**src/rtl/ppu_pkg.sv**
```systemverilog
// Shared PPU-side definitions: OAM DMA sequencer states and PPU register indices.
package ppu_pkg;

  typedef enum logic [2:0] {
    ST_IDLE  = 3'd0,
    ST_HALT  = 3'd1,
    ST_ALIGN = 3'd2,
    ST_READ  = 3'd3,
    ST_WRITE = 3'd4
  } dma_state_t;

  localparam logic [2:0] PPU_OAMDATA_IDX = 3'd4;

endpackage

```
**src/rtl/oam_dma.sv**
```systemverilog
// OAM DMA engine: on a $4014 write, halts the CPU and copies one 256-byte page
// into the PPU OAMDATA register as alternating read/write CPU cycles.
module oam_dma
  import ppu_pkg::*;
#(
  parameter logic [2:0] OAMDATA_IDX = PPU_OAMDATA_IDX
) (
  input  logic        clk,
  input  logic        reset,
  input  logic        cpu_ce,
  input  logic        dma_trigger,
  input  logic [7:0]  dma_page,
  output logic [15:0] mem_addr,
  output logic        mem_rd,
  input  logic [7:0]  mem_data_in,
  output logic        ppu_reg_cs,
  output logic [2:0]  ppu_reg_addr,
  output logic        ppu_WE,
  output logic [7:0]  ppu_data_out,
  output logic        cpu_halt,
  output logic        dma_busy
);

  dma_state_t  state;
  logic        parity;
  logic [7:0]  count;
  logic [7:0]  page;
  logic [7:0]  data;
  logic [15:0] addr_q;
  logic [2:0]  reg_addr_q;

  always_ff @(posedge clk or negedge reset) begin
    if (!reset) begin
      state      <= ST_IDLE;
      parity     <= 1'b0;
      count      <= 8'h00;
      page       <= 8'h00;
      data       <= 8'h00;
      addr_q     <= 16'h0000;
      reg_addr_q <= 3'd0;
    end else if (cpu_ce) begin
      parity <= ~parity;
      case (state)
        ST_IDLE: begin
          if (dma_trigger) begin
            state <= ST_HALT;
            page  <= dma_page;
            count <= 8'h00;
          end
        end
        ST_HALT: begin
          // parity=0 here means the following cycle is odd: burn one to align reads
          state  <= (!parity) ? ST_ALIGN : ST_READ;
          addr_q <= {page, count};
        end
        ST_ALIGN: state <= ST_READ;
        ST_READ: begin
          data       <= mem_data_in;
          reg_addr_q <= OAMDATA_IDX;
          state      <= ST_WRITE;
        end
        ST_WRITE: begin
          count <= count + 8'd1;
          if (count == 8'hFF) begin
            state <= ST_IDLE;
          end else begin
            state  <= ST_READ;
            addr_q <= {page, count + 8'd1};
          end
        end
        default: state <= ST_IDLE;
      endcase
    end
  end

  // Strobes are qualified by cpu_ce so they never exceed one clk per CPU cycle.
  assign mem_rd       = cpu_ce && (state == ST_READ);
  assign ppu_WE       = cpu_ce && (state == ST_WRITE);
  assign ppu_reg_cs   = ppu_WE;
  assign mem_addr     = addr_q;
  assign ppu_reg_addr = reg_addr_q;
  assign ppu_data_out = data;
  assign cpu_halt     = (state != ST_IDLE);
  assign dma_busy     = (state != ST_IDLE);

endmodule

```
**config.mk**
```make
export PLATFORM = sky130hd
export DESIGN_NAME = oam_dma
export DESIGN_NICKNAME = d
export VERILOG_FILES = /design/src/rtl/ppu_pkg.sv /design/src/rtl/oam_dma.sv
export SDC_FILE = /design/constraint.sdc
export NUM_CORES = 1
export LEC_CHECK = 0
export ABC_AREA = 0
export BUFFER_PORTS_ARGS = -buffer_cell sky130_fd_sc_hd__buf_2
export CAP_MARGIN = 30
export CELL_PAD_IN_SITES_DETAIL_PLACEMENT = 0
export CELL_PAD_IN_SITES_GLOBAL_PLACEMENT = 1
export CORE_UTILIZATION = 27
export CTS_BUF_LIST = sky130_fd_sc_hd__clkbuf_4 sky130_fd_sc_hd__clkbuf_8 sky130_fd_sc_hd__clkbuf_16
export CTS_CLUSTER_DIAMETER = 200
export DETAILED_ROUTE_END_ITERATION = 12
export PLACE_DENSITY = 0.56
export SETUP_SLACK_MARGIN = 0.15
export SLEW_MARGIN = 20
export SYNTH_ARGS = -nofsm -noshare
export SYNTH_HDL_FRONTEND = slang
export SYNTH_SLANG_ARGS = --single-unit
export TNS_END_PERCENT = 100
```
**constraint.sdc**
```tcl
create_clock -name clk -period 5.1 [get_ports clk]
set_clock_uncertainty 0.05 [all_clocks]
set_input_delay 0.765 -clock clk [delete_from_list [all_inputs] [get_ports clk]]
set_output_delay 0.765 -clock clk [all_outputs]
set_load 0.01 [all_outputs]
```
==> impl_metrics.py, run 1 <==
metrics = {
    "status": {
        "status": "finished, final reports clean",
    },
    "route": {
        "wl_per_cell_microns": 12.9,
        "dr.pass1.iters": 4,
        "wirelength_microns": 4100,
        "drtIter0Drc": 33,
        "ant_nets": 0,
        "drc": 0,
        "vias_per_cell": 4.36,
        "vias": 1383,
    },
    "setup_path": {
        "worst-setup-path-type": "reg2out",
        "r2r_cells": 5,
        "endpoint_kind": "output pin",
        "startpoint_type": "flop",
        "crit_path_max_incr_delay_ns": 0.63,
        "critical_path_buf_inv_count": 2,
        "worstPathCellList": "or3b_2, clkinv_1, and2_1, buf_2",
        "path_delay_family": "simple AND/OR/NAND/NOR gates",
        "cp_max_fo": 11,
        "critPathRequiredTime_ns": 4.28,
        "cpMaxStageDelayCell": "or3b_2",
        "cp.depth": 4,
        "arrival_ns": 1.98,
    },
    "synth": {
        "synth_flop_cell": "dfrtp_1",
        "synth_cell_types": 39,
        "synth-compound-area-share": 0.0772,
        "ys_warn_count": 0,
        "netlist_area_sq_um": 2110,
        "synth.avg_cell_area_sq_um": 12.2,
        "synth_edf_count": 0,
        "synth_seq_cells": 45,
        "synth_seq_area_share": 0.534,
        "synthMuxAreaShare": 0.190,
        "synth_top_family_by_area": "multiplexers",
        "postSynthCellCount": 173,
        "synth_fa_ha_area_frac": 0.0119,
        "synth_area_leader_cell": "dfrtp_1",
        "yosys.area_share.simple": 0.101,
        "synth_area_leaders": "dfrtp_1, mux2_2, mux2_1",
        "synth_top_area_share": 0.534,
        "synth_xor_area_frac": 0.0291,
        "async_flop_share": 1.00,
    },
    "sta": {
        "rsz0062_at_grt": "no",
        "relSlewSlack": 0.408,
        "max_freq_mhz": 358,
        "worstMarginPinSlew_ns": 0.886,
        "drv_slew": 0,
        "period_share": 0.548,
        "setup_tns_ns": 0,
        "setup_violations": 0,
        "final_period_minus_worst_setup_slack_ns": 2.79,
        "hold_viol": 0,
        "worst_hold_slack_ns": 0.333,
    },
    "clocking": {
        "root_buffer": "clkbuf_8",
        "cts_tree": "done",
        "post_cts_resized": 0,
        "clkLatencyLatePin_ns": 0.29,
        "ctsHtreeMaxLevel": 2,
        "clkSlewWorstSetupHoldPaths_ns": 0.08,
        "cts_buffers": 5,
        "cts_buffer_depth": 2,
        "hold_buffers": 0,
        "cts_setup_buffers": 0,
        "clkSinkCount": 45,
    },
    "global_route": {
        "grt_max_degree": 32,
        "antenna_found_initial": 0,
        "gr-total-overflow": 0,
        "grt_pass1_wl_microns": 6770,
        "grt_usage": 0.104,
        "grt_pass1_vias": 1366,
    },
    "min_path": {
        "min_path_type": "in2async",
    },
    "cells_and_area": {
        "stdcell_area_sq_um": 2530,
        "finalNetCount": 239,
        "drive_gt1_frac": 0.385,
        "layout_commonest_cell": "buf_2",
        "nFillCells": 753,
        "syn_to_final_growth_pct": 19.9,
        "final_cell_mix": "buf_2, dfrtp_1, mux2_2",
        "diodes": 0,
    },
    "die": {
        "core_area_sq_um": 7410,
        "die_h_microns": 90.4,
        "rows": 31,
        "dieArea_sq_um": 8170,
        "ios": 52,
        "die_x_microns": 90.4,
        "start_util": 0.285,
    },
    "placement": {
        "place_area_sq_um": 2410,
        "port_buffers": 49,
        "place_congestion": 0.681,
        "dp_hpwl_microns": 2970,
    },
    "job": {
        "max_cap_violations": 0,
    },
    "power": {
        "peakVddDrop_v": 0.000236,
        "leakage_uw": 0.00121,
        "p_per_area_nw_per_um2": 530,
    },
}
## final cells by class
type | instances | area, sq um | area share
clock buffer | 6 | 82.6 | 0.0327
timing repair buffer | 50 | 265 | 0.105
tap | 99 | 124 | 0.0490
clock inverter | 2 | 37.5 | 0.0148
sequential | 45 | 1130 | 0.445
inverter | 6 | 22.5 | 0.00891
multi-input combinational | 109 | 871 | 0.344
## worst reg2reg max path, cell delays in order (launching register included)
cell and delay [ns]:
dfrtp_1 0.43, ha_1 0.28, and4_4 0.24, and4b_1 0.22
a211oi_4 0.75, mux2_2 0.42
## sequential cells by signal, indices dropped and copies added (netlist names)
signal        flops
mem_addr         16
count             8
ppu_reg_addr      1
ppu_data_out      8
page              8
state             3
parity            1
## per-layer routing
| layer | vias to the layer above | track usage | part of all wire |
|---|---|---|---|
| met3 | 4 | 0.0269 | 0.027 |
| met2 | 23 | 0.169 | 0.49 |
| met4 | 0 | 0.0323 | 0.0095 |
| met1 | 677 | 0.135 | 0.47 |
| met5 | - | 0 | 0 |
| li1 | 679 | - | - |
## cell families after synthesis
| logic type | count (synthesis) |
|---|---|
| AND/OR/NAND/NOR | 38 |
| flip-flops | 45 |
| XOR/XNOR | 7 |
| multiplexers | 36 |
| AO/OA/AOI/OAI | 24 |
| buffers and inverters | 20 |
| other | 1 |
| adder cells (fa/ha/maj) | 2 |
## power by group
part,internal (uW),switching (uW),total [uW],leakage (uW)
combinational,227,202,429,0.000586
sequential,506,126,632,0.000566
clock,159,120,279,0.0000574
total,893,448,1340,0.00121
## synth_stat cells (3+ instances only)
cell type and instances:
o21ai_0 9, nor2b_1 4, a21oi_1 4, nand2_1 12, nand3_1 7, inv_1 5
buf_4 5, dfrtp_1 45, xor2_1 3, nor2_1 3, buf_2 5, mux2_2 21
mux2_1 11, mux2i_1 4, xnor2_1 4
## per-stage QoR
| step | std cells | util | setup WS (ns) | total power (uW) |
|---|---|---|---|---|
| finish | 317 | 0.341 | 2.31 | 1340 |
| global route | 317 | 0.341 | 2.13 | 1440 |
| CTS | 317 | 0.341 | 2.26 | 1370 |
| detailed placement | 309 | 0.325 | 2.35 | 1080 |
| global placement | 308 | 0.322 | 2.38 | 1070 |
| floorplan | 174 | - | 2.74 | 932 |
## path summary, 6_finish.rpt
check,start,endpoint,slack [ns]
max in group asynchronous,reset,count[0],4.18
max reg2reg,count[0],mem_addr[5],2.61
max,state[0],ppu_reg_cs,2.31
min,reset,state[2],0.33
min in group clk,ppu_reg_addr[2],ppu_reg_addr[2],0.42
min reg2reg,ppu_reg_addr[2],ppu_reg_addr[2],0.42
Note: power is estimated with default switching activity, not from simulation.
==> inputs of run 2 (changes only) <==
ABC_AREA = 1   (was 0)
PLACE_DENSITY = 0.62   (was 0.56)
clock period = 2.49 ns   (was 5.1 ns; I/O delays follow)
==> impl_metrics.py, run 2 <==
metrics = {
    "cells_and_area": {
        "finalNonFillerCells": 400,
        "multi_input_area_sq_um": 843,
        "diodes": 0,
        "layout_commonest_cell": "nand2_1",
        "syn_to_final_growth_pct": 21.1,
        "largest_reg_flops": 16,
        "finalNetCount": 322,
        "final_cell_mix": "nand2_1, buf_2, dfrtp_1",
        "final-seq-area_sq_um": 1130,
        "nFillCells": 809,
        "drive_gt1_frac": 0.286,
    },
    "synth": {
        "netlist_area_sq_um": 2120,
        "synth.avg_cell_area_sq_um": 8.50,
        "synth_flop_cell": "dfrtp_1",
        "synthTopCellsByCount": "nand2_1, dfrtp_1, o21ai_0",
        "synth_cell_types": 25,
        "ys_warn_count": 0,
        "synth_edf_count": 0,
        "synth_area_leader_cell": "dfrtp_1",
        "async_flop_share": 1.00,
        "synth.most_common_cell": "nand2_1",
        "synth_top_area_share": 0.530,
        "synth_seq_cells": 45,
        "synth_seq_area_share": 0.530,
        "postSynthCellCount": 250,
        "synth_area_leaders": "dfrtp_1, nand2_1, o21ai_0",
    },
    "placement": {
        "placedCellCount": 391,
        "place_ws_ns": 0.780,
        "port_buffers": 49,
        "dp_hpwl_microns": 3150,
        "place_congestion": 0.807,
    },
    "setup_path": {
        "cp_max_fo": 10,
        "startpoint_type": "flop",
        "arrival_ns": 1.58,
        "critPathRequiredTime_ns": 2.07,
        "worst-setup-path-type": "reg2out",
        "endpoint_kind": "output pin",
    },
    "route": {
        "drc": 0,
        "vias": 1656,
        "wl_per_cell_microns": 11.3,
        "dr.pass1.iters": 4,
        "ant_nets": 0,
        "vias_per_cell": 4.14,
        "wirelength_microns": 4520,
        "drtIter0Drc": 109,
    },
    "sta": {
        "drv_slew": 0,
        "setup_tns_ns": 0,
        "final_period_minus_worst_setup_slack_ns": 2.00,
        "hold_viol": 0,
        "setup_violations": 0,
        "max_freq_mhz": 500,
        "period_share": 0.803,
        "relSlewSlack": 0.612,
        "worstMarginPinSlew_ns": 0.580,
        "finalWorstSetupSlack_ns": 0.490,
        "rsz0062_at_grt": "no",
    },
    "die": {
        "start_util": 0.285,
        "rows": 31,
        "die_h_microns": 90.7,
        "ios": 52,
        "core_area_sq_um": 7450,
        "dieArea_sq_um": 8230,
        "die_x_microns": 90.7,
    },
    "global_route": {
        "antenna_found_initial": 0,
        "grt_pass1_wl_microns": 7670,
        "gr-total-overflow": 0,
        "grt_max_degree": 30,
        "grt_usage": 0.118,
        "grt_pass1_vias": 1614,
    },
    "clocking": {
        "cts_buffer_depth": 2,
        "cts_buffers": 5,
        "cts_tree": "done",
        "ctsHtreeMaxLevel": 2,
        "root_buffer": "clkbuf_8",
        "clkSinkCount": 45,
        "clkLatencyLatePin_ns": 0.30,
        "cts_setup_buffers": 0,
        "clkSlewWorstSetupHoldPaths_ns": 0.09,
    },
    "job": {
        "max_cap_violations": 0,
    },
    "min_path": {
        "min_path_type": "in2reg",
    },
    "power": {
        "power_frac_clock": 0.253,
        "p_comb_frac": 0.314,
        "peakVddDrop_v": 0.000340,
        "p_per_area_nw_per_um2": 1010,
        "seqPwrFrac": 0.433,
        "swShare": 0.355,
        "leakage_uw": 0.00142,
        "p_total_uw": 2600,
        "internal_power_uw": 1680,
        "p_sw_uw": 922,
    },
    "status": {
        "status": "finished, final reports clean",
    },
}
==> run 2: changes by cell type after synthesis, sizes merged, moves of 5 or more <==
cell   previous run  this run
nand2            12       121
mux2             32         0
inv               5        20
o21ai             9        22
nor2              3         8
==> run 2: logic make-up (layout without fill, tap and decap cells) <==
| kind of cell | count (synthesis) | after routing | share of synthesized area |
|---|---|---|---|
| AOI/OAI and AO/OA | 29 | 29 | 0.0795 |
| xor gates and xnor gates | 1 | 1 | 0.00412 |
| adders and majority gates | 2 | 2 | 0.0118 |
| buffers and inverters | 30 | 80 | 0.0748 |
| DFF | 45 | 45 | 0.530 |
| other | 1 | 2 | 0.00177 |
| and+or+nand+nor | 142 | 142 | 0.298 |
==> run 2: power groups by stage <==
stage / combinational, uW / clock, uW / sequential [uW]
final: 816 / 657 / 1120
after global routing: 936 / 699 / 1160
after global placement: 823 / 0 / 1140
after floorplan: 537 / 0 / 1180
after CTS: 841 / 682 / 1130
after detailed placement: 842 / 0 / 1130
==> run 2: layout make-up <==
cell class,instances,share of cell area
Tap cell,99,0.0482
Clock buffer,5,0.0268
Timing Repair Buffer,52,0.105
Inverter,20,0.0292
Clock inverter,3,0.0253
Sequential cell,45,0.438
Multi-Input combinational cell,176,0.328
==> run 2: timing repair <==
action                                 in CTS  in global routing
endpoints found under the hold margin      16                  0
resized for setup                           0                  0
hold buffers                                1                  0
==> run 2: per-layer routing <==
metal | track usage | part of all wire | up-vias
li1 | - | - | 868
met3 | 0.0286 | 0.037 | 4
met1 | 0.161 | 0.52 | 744
met4 | 0.0470 | 0.013 | 0
met2 | 0.176 | 0.43 | 40
met5 | 0 | 0 | -
==> run 2: through the flow <==
step	hold WS, ns	area [sq um]	util
6_report	0.214	2570	0.345
5_1_grt	0.211	2570	0.345
4_1_cts	0.203	2570	0.345
3_5_place_dp	0.279	2430	0.326
3_3_place_gp	0.279	2430	0.326
2_1_floorplan	0.0279	2130	-
==> run 2: final timing paths <==
path / startpoint / to / slack (ns) / cells after the start
max: state[2] / mem_rd / 0.49 / 4
min: mem_data_in[3] / ppu_data_out[3] / 0.21 / 3
max reg2reg: state[1] / mem_addr[6] / 0.80 / 7
min reg2reg: ppu_reg_addr[2] / ppu_reg_addr[2] / 0.42 / 1
max in group asynchronous: reset / mem_addr[11] / 1.18 / 3
min in group asynchronous: reset / parity / 0.49 / 2
==> run 2: worst max-delay path, stage by stage, from the launching register on <==
cell	delay, ns
dfrtp_1	0.48
nor2_2	0.19
nand3_2	0.22
inv_2	0.23
buf_2	0.16
==> inputs of run 3 (changes only) <==
PLACE_DENSITY = 0.59   (was 0.62)
clock period = 2 ns   (was 2.49 ns; I/O delays follow)
==> impl_metrics.py, run 3 (synthesized netlist as in run 2, its figures left out) <==
metrics = {
    "global_route": {
        "gr-total-overflow": 0,
        "grt_usage": 0.122,
        "antenna_found_initial": 0,
        "grt_pass1_vias": 1688,
        "grt_pass1_wl_microns": 8030,
        "grt_max_degree": 23,
    },
    "die": {
        "start_util": 0.285,
        "die_x_microns": 90.7,
        "core_area_sq_um": 7450,
        "ios": 52,
        "dieArea_sq_um": 8230,
        "rows": 31,
        "die_h_microns": 90.7,
    },
    "clocking": {
        "ctsHtreeMaxLevel": 2,
        "root_buffer": "clkbuf_8",
        "cts_buffers": 5,
        "clkSlewWorstSetupHoldPaths_ns": 0.09,
        "clkSinkCount": 45,
        "cts_buffer_depth": 2,
        "clkLatencyLatePin_ns": 0.30,
        "cts_tree": "done",
    },
    "placement": {
        "place_congestion": 0.724,
        "dp_hpwl_microns": 3280,
        "port_buffers": 49,
    },
    "setup_path": {
        "startpoint_type": "flop",
        "crit_start": "state[2]",
        "critPathRequiredTime_ns": 1.65,
        "arrival_ns": 1.39,
        "cp_max_fo": 10,
        "r2r-start": "count[1]",
        "endpoint_kind": "output pin",
        "worst-setup-path-type": "reg2out",
    },
    "cells_and_area": {
        "finalNetCount": 326,
        "largest_reg_flops": 16,
        "diodes": 0,
        "drive_gt1_frac": 0.302,
        "layout_commonest_cell": "nand2_1",
        "nFillCells": 807,
        "final_cell_mix": "nand2_1, buf_2, dfrtp_1",
        "syn_to_final_growth_pct": 22.7,
    },
    "sta": {
        "max_freq_mhz": 574,
        "hold_viol": 0,
        "drv_slew": 0,
        "worst_hold_slack_ns": 0.137,
        "setup_violations": 0,
        "relSlewSlack": 0.657,
        "period_share": 0.871,
        "rsz0062_at_grt": "yes",
        "final_period_minus_worst_setup_slack_ns": 1.74,
        "setup_tns_ns": 0,
        "worstMarginPinSlew_ns": 0.515,
    },
    "power": {
        "leakage_uw": 0.00143,
        "peakVddDrop_v": 0.000407,
        "p_per_area_nw_per_um2": 1230,
    },
    "route": {
        "vias_per_cell": 4.17,
        "wirelength_microns": 4580,
        "vias": 1683,
        "ant_nets": 0,
        "drc": 0,
        "dr.pass1.iters": 4,
        "drtIter0Drc": 71,
        "wl_per_cell_microns": 11.3,
    },
    "job": {
        "max_cap_violations": 0,
    },
    "status": {
        "status": "finished, final reports clean",
    },
    "min_path": {
        "min_from": "mem_data_in[1]",
        "min_path_type": "in2reg",
    },
}
==> run 3: timing repair <==
action / 4_1_cts / 5_1_grt
endpoints found under the hold margin: 20 / 0
hold buffers: 1 / 0
endpoints found under the setup margin: 3 / 3
pin swaps: 0 / 1
resized for setup: 3 / 4
cloned: 0 / 0
setup buffers: 0 / 2
==> run 3: through the flow <==
| step | cell area, sq um | utilization | setup slack [ns] | power, uW | std cells |
|---|---|---|---|---|---|
| 2_1_floorplan | 2130 | - | 0.508 | 2140 | 251 |
| 3_3_place_gp | 2440 | 0.328 | 0.329 | 2460 | 393 |
| 3_5_place_dp | 2440 | 0.328 | 0.277 | 2470 | 393 |
| 4_1_cts | 2580 | 0.347 | 0.146 | 3220 | 402 |
| 5_1_grt | 2610 | 0.350 | 0.146 | 3460 | 404 |
| 6_report | 2610 | 0.350 | 0.259 | 3200 | 404 |
==> run 3: area by class of cell <==
class | count | area [sq um] | area share
Multi-Input combinational cell | 176 | 856 | 0.328
Clock inverter | 2 | 38.8 | 0.0149
Inverter | 20 | 82.6 | 0.0317
Timing Repair Buffer | 56 | 300 | 0.115
Clock buffer | 6 | 76.3 | 0.0293
Tap cell | 99 | 124 | 0.0475
Sequential cell | 45 | 1130 | 0.433
==> run 3: per-layer routing <==
| layer | part of all wire | up-vias | routed length (microns) | track usage |
|---|---|---|---|---|
| met3 | 0.034 | 5 | 154 | 0.0227 |
| li1 | - | 881 | - | - |
| met5 | 0 | - | 0 | 0 |
| met4 | 0.0063 | 0 | 29 | 0.0323 |
| met2 | 0.45 | 35 | 2080 | 0.192 |
| met1 | 0.51 | 762 | 2320 | 0.170 |
==> run 3: final timing paths <==
check                                  endpoint  slack (ns)  depth (start not counted)
worst max register to register      mem_addr[6]        0.35                          8
worst min register to register     mem_addr[11]        0.42                          2
min in group asynchronous           mem_addr[7]        0.45                          2
worst min-delay path            ppu_data_out[1]        0.14                          3
max in group asynchronous               page[5]        0.87                          3
worst max-delay path                     mem_rd        0.26                          4
==> run 3: where the power goes <==
part	leakage (uW)	switching, uW	internal, uW
Combinational	0.000787	653	428
Clock	0.0000588	326	389
Sequential	0.000580	196	1200
Total	0.00143	1180	2020
==> run 3: critical path, stage by stage (launching register included) <==
cell	delay, ns
dfrtp_2	0.48
nor2_4	0.16
nand3_4	0.16
inv_4	0.15
buf_2	0.14
